===== config.mk =====
export PLATFORM = sky130hd
export DESIGN_NAME = alu_control_flat
export DESIGN_NICKNAME = d
export VERILOG_FILES = /design/src/rtl/alu_pkg.sv /design/src/rtl/alu_control_if.sv /design/src/rtl/alu_control_func_decode.sv /design/src/rtl/alu_control.sv /design/src/flat_wrapper.sv
export SDC_FILE = /design/constraint.sdc
export NUM_CORES = 1
export LEC_CHECK = 0
export ABC_AREA = 1
export CORE_AREA = 2 2 39 41
export CTS_BUF_LIST = sky130_fd_sc_hd__clkbuf_4 sky130_fd_sc_hd__clkbuf_8 sky130_fd_sc_hd__clkbuf_16
export DETAILED_ROUTE_END_ITERATION = 16
export DIE_AREA = 0 0 41 43
export HOLD_SLACK_MARGIN = 0.05
export PLACE_DENSITY = 0.57
export SLEW_MARGIN = 25
export SYNTH_ARGS = -nofsm -noshare
export SYNTH_HDL_FRONTEND = slang
export SYNTH_SLANG_ARGS = --single-unit

===== constraint.sdc =====
create_clock -name clk -period 0.95 [get_ports clk]
set_input_delay 0.285 -clock clk [delete_from_list [all_inputs] [get_ports clk]]
set_output_delay 0.285 -clock clk [all_outputs]
set_load 0.01 [all_outputs]

===== src/rtl/alu_pkg.sv =====
// Shared ALU encodings: ALU operation codes, ALUOp classes and R-type function selectors.
package alu_pkg;

  typedef enum logic [3:0] {
    ALU_AND = 4'b0000,
    ALU_OR  = 4'b0001,
    ALU_ADD = 4'b0010,
    ALU_XOR = 4'b0011,
    ALU_SUB = 4'b0110,
    ALU_SLT = 4'b0111,
    ALU_SLL = 4'b1000,
    ALU_SRL = 4'b1001,
    ALU_SRA = 4'b1010,
    ALU_NOR = 4'b1100
  } alu_code_t;

  typedef enum logic [1:0] {
    ALUOP_ADD   = 2'd0,
    ALUOP_SUB   = 2'd1,
    ALUOP_RTYPE = 2'd2,
    ALUOP_SLT   = 2'd3
  } aluop_t;

  localparam logic [5:0] FN_ADD = 6'd0;
  localparam logic [5:0] FN_SUB = 6'd1;
  localparam logic [5:0] FN_AND = 6'd2;
  localparam logic [5:0] FN_OR  = 6'd3;
  localparam logic [5:0] FN_XOR = 6'd4;
  localparam logic [5:0] FN_NOR = 6'd5;
  localparam logic [5:0] FN_SLT = 6'd6;
  localparam logic [5:0] FN_SLL = 6'd7;
  localparam logic [5:0] FN_SRL = 6'd8;
  localparam logic [5:0] FN_SRA = 6'd9;

endpackage


===== src/rtl/alu_control_if.sv =====
// Control-unit to ALU-control bus: operation class and selector in, ALU code and illegal flag out.
interface alu_control_if;
  logic [5:0] opcode;
  logic [1:0] ALUOp;
  logic [3:0] ALUInp;
  logic       illegal;

  modport master (output opcode, output ALUOp, input ALUInp, input illegal);
  modport slave  (input opcode, input ALUOp, output ALUInp, output illegal);
endinterface


===== src/rtl/alu_control_func_decode.sv =====
// Combinational R-type function decode; unsupported selectors fall back to ADD and raise illegal.
module alu_func_decode
  import alu_pkg::*;
(
  input  logic [5:0] opcode,
  output logic [3:0] code,
  output logic       illegal
);

  always_comb begin
    code    = ALU_ADD;
    illegal = 1'b0;
    case (opcode)
      FN_ADD:  code = ALU_ADD;
      FN_SUB:  code = ALU_SUB;
      FN_AND:  code = ALU_AND;
      FN_OR:   code = ALU_OR;
      FN_XOR:  code = ALU_XOR;
      FN_NOR:  code = ALU_NOR;
      FN_SLT:  code = ALU_SLT;
      FN_SLL:  code = ALU_SLL;
      FN_SRL:  code = ALU_SRL;
      FN_SRA:  code = ALU_SRA;
      default: illegal = 1'b1;
    endcase
  end

endmodule


===== src/rtl/alu_control.sv =====
// ALU control: selects the ALU code by ALUOp class and registers it with one cycle of latency.
module alu_control
  import alu_pkg::*;
(
  input  logic          clk,
  input  logic          rst_n,
  alu_control_if.slave  bus
);

  logic [3:0] func_code;
  logic       func_illegal;
  logic [3:0] code_p0;
  logic       illegal_p0;
  logic [3:0] code_p1;
  logic       illegal_p1;

  alu_func_decode u_func_decode (
    .opcode  (bus.opcode),
    .code    (func_code),
    .illegal (func_illegal)
  );

  // Stage p0: class mux, selector only consulted for R-type
  always_comb begin
    code_p0    = ALU_ADD;
    illegal_p0 = 1'b0;
    case (bus.ALUOp)
      ALUOP_ADD:   code_p0 = ALU_ADD;
      ALUOP_SUB:   code_p0 = ALU_SUB;
      ALUOP_RTYPE: begin
        code_p0    = func_code;
        illegal_p0 = func_illegal;
      end
      ALUOP_SLT:   code_p0 = ALU_SLT;
      default:     code_p0 = ALU_ADD;
    endcase
  end

  // Stage p1: registered output, reset value is ADD
  always_ff @(posedge clk or negedge rst_n) begin
    if (!rst_n) begin
      code_p1    <= ALU_ADD;
      illegal_p1 <= 1'b0;
    end else begin
      code_p1    <= code_p0;
      illegal_p1 <= illegal_p0;
    end
  end

  assign bus.ALUInp  = code_p1;
  assign bus.illegal = illegal_p1;

endmodule


===== src/flat_wrapper.sv =====
// flat-port wrapper written by rule: the top's interface ports become plain ports
module alu_control_flat import alu_pkg::*;
  (clk, rst_n, bus_opcode, bus_ALUOp, bus_ALUInp, bus_illegal);
  alu_control_if bus_i ();
  input  logic clk;
  input  logic rst_n;
  input wire logic [$bits(bus_i.opcode)-1:0] bus_opcode;
  input wire logic [$bits(bus_i.ALUOp)-1:0] bus_ALUOp;
  output wire logic [$bits(bus_i.ALUInp)-1:0] bus_ALUInp;
  output wire logic [$bits(bus_i.illegal)-1:0] bus_illegal;
  assign bus_i.opcode = bus_opcode;
  assign bus_i.ALUOp = bus_ALUOp;
  assign bus_ALUInp = bus_i.ALUInp;
  assign bus_illegal = bus_i.illegal;
  alu_control u_core (.clk(clk), .rst_n(rst_n), .bus(bus_i));
endmodule

* Yosys cells after proc, flatten, opt, wreduce, memory -nomap -nowiden
Index checks and enable logic that the tools add are counted.
** Word-level totals
- Flip-flop bits (word level) :: 5
- Latch bits :: 0
- Bits in writable memories :: 0
- Bits in read-only memories :: 0
- Bits of input ports :: 10
- Output and inout port bits :: 5
- Logic and storage cells :: 21
- Memories kept :: 0
** Operators by class
- $add $sub $neg :: 0
- $mul :: 0
- Div/mod/pow operators :: 0
- $lt $le $gt $ge :: 0
- Equality and inequality tests :: 12
- Shift-type cells :: 0
- Mux-type cells :: 4
- Bitwise logic cells :: 0
- Reductions and logical operators :: 3
** Operator list (number)
- $pmux W4 S9 :: 1
- $eq A6 B3 Y1 const B :: 4
- $pmux W4 S4 :: 1
- $eq A6 B2 Y1 const B :: 2
- $eq A6 B4 Y1 const B :: 2
- $reduce_or A10 Y1 :: 1
- $eq A6 B1 Y1 const B :: 1
- $logic_not A6 Y1 :: 1
- $eq A2 B2 Y1 const B :: 2
- $eq A2 B1 Y1 const B :: 1
- $logic_not A2 Y1 :: 1
- $mux W1 :: 2

* Depth between registers and ports, before layout
- Word-level depth :: 4
- Gate-level depth with buffers :: 6
- Gate-level depth less buffers :: 6

* Modules after synthesis
From an unflattened synthesis, not the netlist that was laid out.
** Second synthesis, totals
- Cell total of the unflattened synthesis :: 49
- Area, all modules :: 336.6 µm²
** Modules (own cells, without submodules)
- alu_control :: instances 1, cells an instance 17, area each 175.2 µm², seq. area each 126.4 µm²
- alu_func_decode :: instances 1, cells an instance 32, area each 161.4 µm², seq. area each 0.0 µm²

* Least setup slack after synthesis
Ideal clock, no wire load.
- Path kind :: input to register
- From :: in bus_opcode[5]
- To :: reg u_core.code_p1[0] (netlist: u_core.bus.ALUInp[0])
- Setup time :: 0.077 ns
- Data arrival time :: 0.774 ns
- Data required time :: 0.873 ns
- Slack :: 0.099 ns
- Stages :: 5
- Path buffers :: 0
- Cells stage by stage :: nor2_4 -> nand3_2 -> nand2_2 -> nand2_1 -> a21oi_1
** On the way
- Longest elaborated chain between the ends :: 3
- Elaborated cells between the ends (all ways) :: 11
- Those cells by class :: 9 x eq/ne; 2 x mux
** RTL lines
- start, declared :: RTL line flat_wrapper.sv:7 : input wire logic [$bits(bus_i.opcode)-1:0] bus_opcode;
- $eq A6 B4 Y1, or another cell as far along :: RTL line alu_control_func_decode.sv:13 : case (opcode)
- $pmux W4 S9 (*) :: RTL line alu_control_func_decode.sv:13
- $pmux W4 S4 (*) :: RTL line alu_control.sv:27 : case (bus.ALUOp)
- via u_core.code_p0[0] :: RTL line alu_control.sv:12 : logic [3:0] code_p0;
- end signal, assigned :: RTL line alu_control.sv:45 : code_p1 <= code_p0;
- end, declared :: RTL line alu_control.sv:14 : logic [3:0] code_p1;
The timed path passes the listed nets; every way through them passes the cells marked *.

* Worst setup path after layout
- From :: reg u_core.code_p1[1] (netlist: u_core.bus.ALUInp[1])
- To :: out bus_ALUInp[1]
** RTL lines
- end, declared :: RTL line flat_wrapper.sv:9 : output wire logic [$bits(bus_i.ALUInp)-1:0] bus_ALUInp;
No word-level cell between the ends.

==> impl_metrics.py <==
metrics = {
    "worst_setup_path": {
        "cp_max_fo": 1,
        "worstPathCellList": "buf_6",
        "start_kind": "flop",
        "endpoint_kind": "output port",
        "critPathKind": "reg -> out",
        "cp-startpoint": "u_core.bus.ALUInp[1]",
        "critPathSlowestCell": "dfstp_2",
        "arrival_ps": 840,
        "worst-path-buf-inv": 1,
        "max_stage_delay_ps": 520,
        "cp_top_family": "flip-flops",
        "critPathRequiredTime_ps": 660,
    },
    "grt": {
        "grt_max_degree": 8,
        "grt_first_pass_wirelength_um": 1270,
        "use_met3_pct": 2.62,
        "grt_util_met1_pct": 8.33,
        "grt_use_total_pct": 11.1,
        "grt-ovfl-total": 0,
        "grt_pass1_vias": 377,
        "antenna_found_initial": 0,
        "busiest_layer": "met2",
        "use_met2_pct": 18.8,
    },
    "logic_synthesis": {
        "synth_cell_type_count": 14,
        "ys_top_cells_by_count": "9 x nand2_1, 7 x nor2_1, 5 x inv_1, 5 x nand3_1, 4 x dfrtp_1",
        "synthesis.nets": 53,
        "synth.area.mux_share_pct": 0,
        "synth_area_leaders": "dfrtp_1 32%, nand2_1 11%, dfstp_2 8.5%",
        "async_flop_share_pct": 100,
        "synth_ff_type": "dfrtp_1",
        "synth_top_family_by_area": "simple AND/OR/NAND/NOR gates",
        "synthSimpleGateAreaFrac_pct": 43.5,
        "synthMostInstantiatedCell": "nand2_1",
        "synth_seq_cells": 5,
        "syn_area_per_cell_um2": 7.22,
        "syn_area_um2": 310,
        "synth-compound-area-share_pct": 7.26,
        "synth_top_cell_area_share_pct": 32.3,
        "ys_seq_area_share_pct": 40.7,
        "synth-edff-count": 0,
        "synthAdderAreaFrac_pct": 0,
        "ys_warn_count": 0,
        "synth_xor_area_share_pct": 0,
        "yosysTopAreaCell": "dfrtp_1",
        "syn_inst": 43,
    },
    "route": {
        "dr.pass1.iters": 2,
        "drt_iter0_drc": 3,
        "routed_wl_um": 779,
        "antenna_left": 0,
        "via_per_inst": 4.24,
        "drc": 0,
        "vias": 356,
        "avgRoutedWirePerCell_um": 9.27,
    },
    "clock_network": {
        "cts.sinks": 5,
        "cts_max_level": 1,
        "path_clk_slew_ps": 40,
        "cts_made_buffers": 3,
        "cts_root_buf": "clkbuf_4",
        "cts.path.max_buffers": 2,
        "cts_tree": "built",
    },
    "power_and_ir_drop": {
        "p_per_area_nw_per_um2": 1140,
        "p_leak_nw": 0.288,
        "irDropWorstVdd_mv": 0.316,
    },
    "placed_design": {
        "gp_congestion": 0.797,
        "pre_cts_slack_ps": -500,
        "dp_hpwl_um": 613,
        "portBuffers": 14,
        "postPlaceCellArea_um2": 508,
    },
    "run_status": {
        "status": "finished, violations left",
        "violations": "negative setup slack",
    },
    "floorplanning": {
        "core_area_um2": 1380,
        "initial_core_util_pct": 22.4,
        "die_area_um2": 1760,
        "die_w_um": 41,
        "num_rows": 14,
        "die_y_um": 43,
        "num_io_pins": 15,
    },
    "final_layout": {
        "stdcell_area_um2": 551,
        "antenna_cells": 0,
        "syn_to_final_growth_pct": 77.4,
        "drive_above_1_share_pct": 52.9,
        "fin_nets": 79,
    },
    "timing": {
        "maxSlewViolCount": 0,
        "rsz0062_at_grt": "yes",
        "relSlewSlack_pct": 85.0,
        "fmax_ghz": 0.886,
        "worstMarginPinSlew_ps": 225,
        "finalHoldViolCount": 0,
        "fin_crit_ps": 1130,
        "hold_ws_ps": 261,
        "setup_viol": 5,
        "post-route-period-util_pct": 119,
        "fin_ws_ps": -179,
    },
    "run": {
        "maxCapViolCount": 0,
    },
    "min_path": {
        "min_path_type": "in -> async",
    },
}
## layout make-up
class                      instances  area [um2]
fill                             160         833
multi-input combinational         31         195
timing repair buffer              21         153
sequential                         5         126
clock buffer                       4        30.0
inverter                           7        26.3
tap                               16        20.0
## stage by stage
stage / cells / TNS [ps] / power (mW) / util [%]
after CTS: 84 / -465 / 0.645 / 39.1
after detailed placement: 78 / -3160 / 0.367 / 36.7
after floorplan: 43 / 0 / 0.277 / -
after global routing: 84 / -555 / 0.670 / 39.8
after global placement: 78 / -3210 / 0.366 / 36.7
final: 84 / -376 / 0.630 / 39.8
## sequential cells by signal (all words and copies together), names as in the netlist
name and flops:
u_core.bus.ALUInp 4, u_core.bus.illegal 1
## power breakdown
part / internal (mW) / switching [mW]
Combinational: 0.0648 / 0.0730
Clock: 0.187 / 0.0806
Sequential: 0.223 / 0.00165
Total: 0.475 / 0.155
## timing repair
action / in CTS / in global routing
pin swaps: 4 / 8
cloned: 0 / 0
resized for setup: 33 / 14
buffers inserted: 2 / 0
setup endpoints to repair: 10 / 10
hold buffers: 0 / 0
## routing by layer
layer  vias to the layer above  share of wire [%]  wire [um]
met5                         -                  0          0
met4                         0                3.1         24
met3                         4                8.2         64
met2                        12                 59        461
met1                       156                 29        228
li1                        184                  -          -
## logic make-up after synthesis
kind of cell           after synthesis
and+or+nand+nor                     27
buffers and inverters                7
DFF                                  5
AOI/OAI and AO/OA                    4
## path summary, 6_finish.rpt
| check | to | depth (start not counted) |
|---|---|---|
| setup / recovery | bus_ALUInp[1] | 1 |
| hold / removal | u_core.bus.ALUInp[2] | 1 |
| max in group asynchronous | u_core.bus.ALUInp[1] | 1 |
| min in group clk | u_core.bus.ALUInp[2] | 3 |
## placed cells by master (no fill, tap or decap), drive strengths merged
cell,count
nor2,10
dlymetal6s2s,1
dfstp,1
o21ai,1
o211ai,1
inv,7
clkbuf,8
dlygate4sd2,3
nand3,7
nand2,10
dfrtp,4
clkdlybuf4s50,1
a21oi,2
buf,12
(Power assumes the default switching activity.)
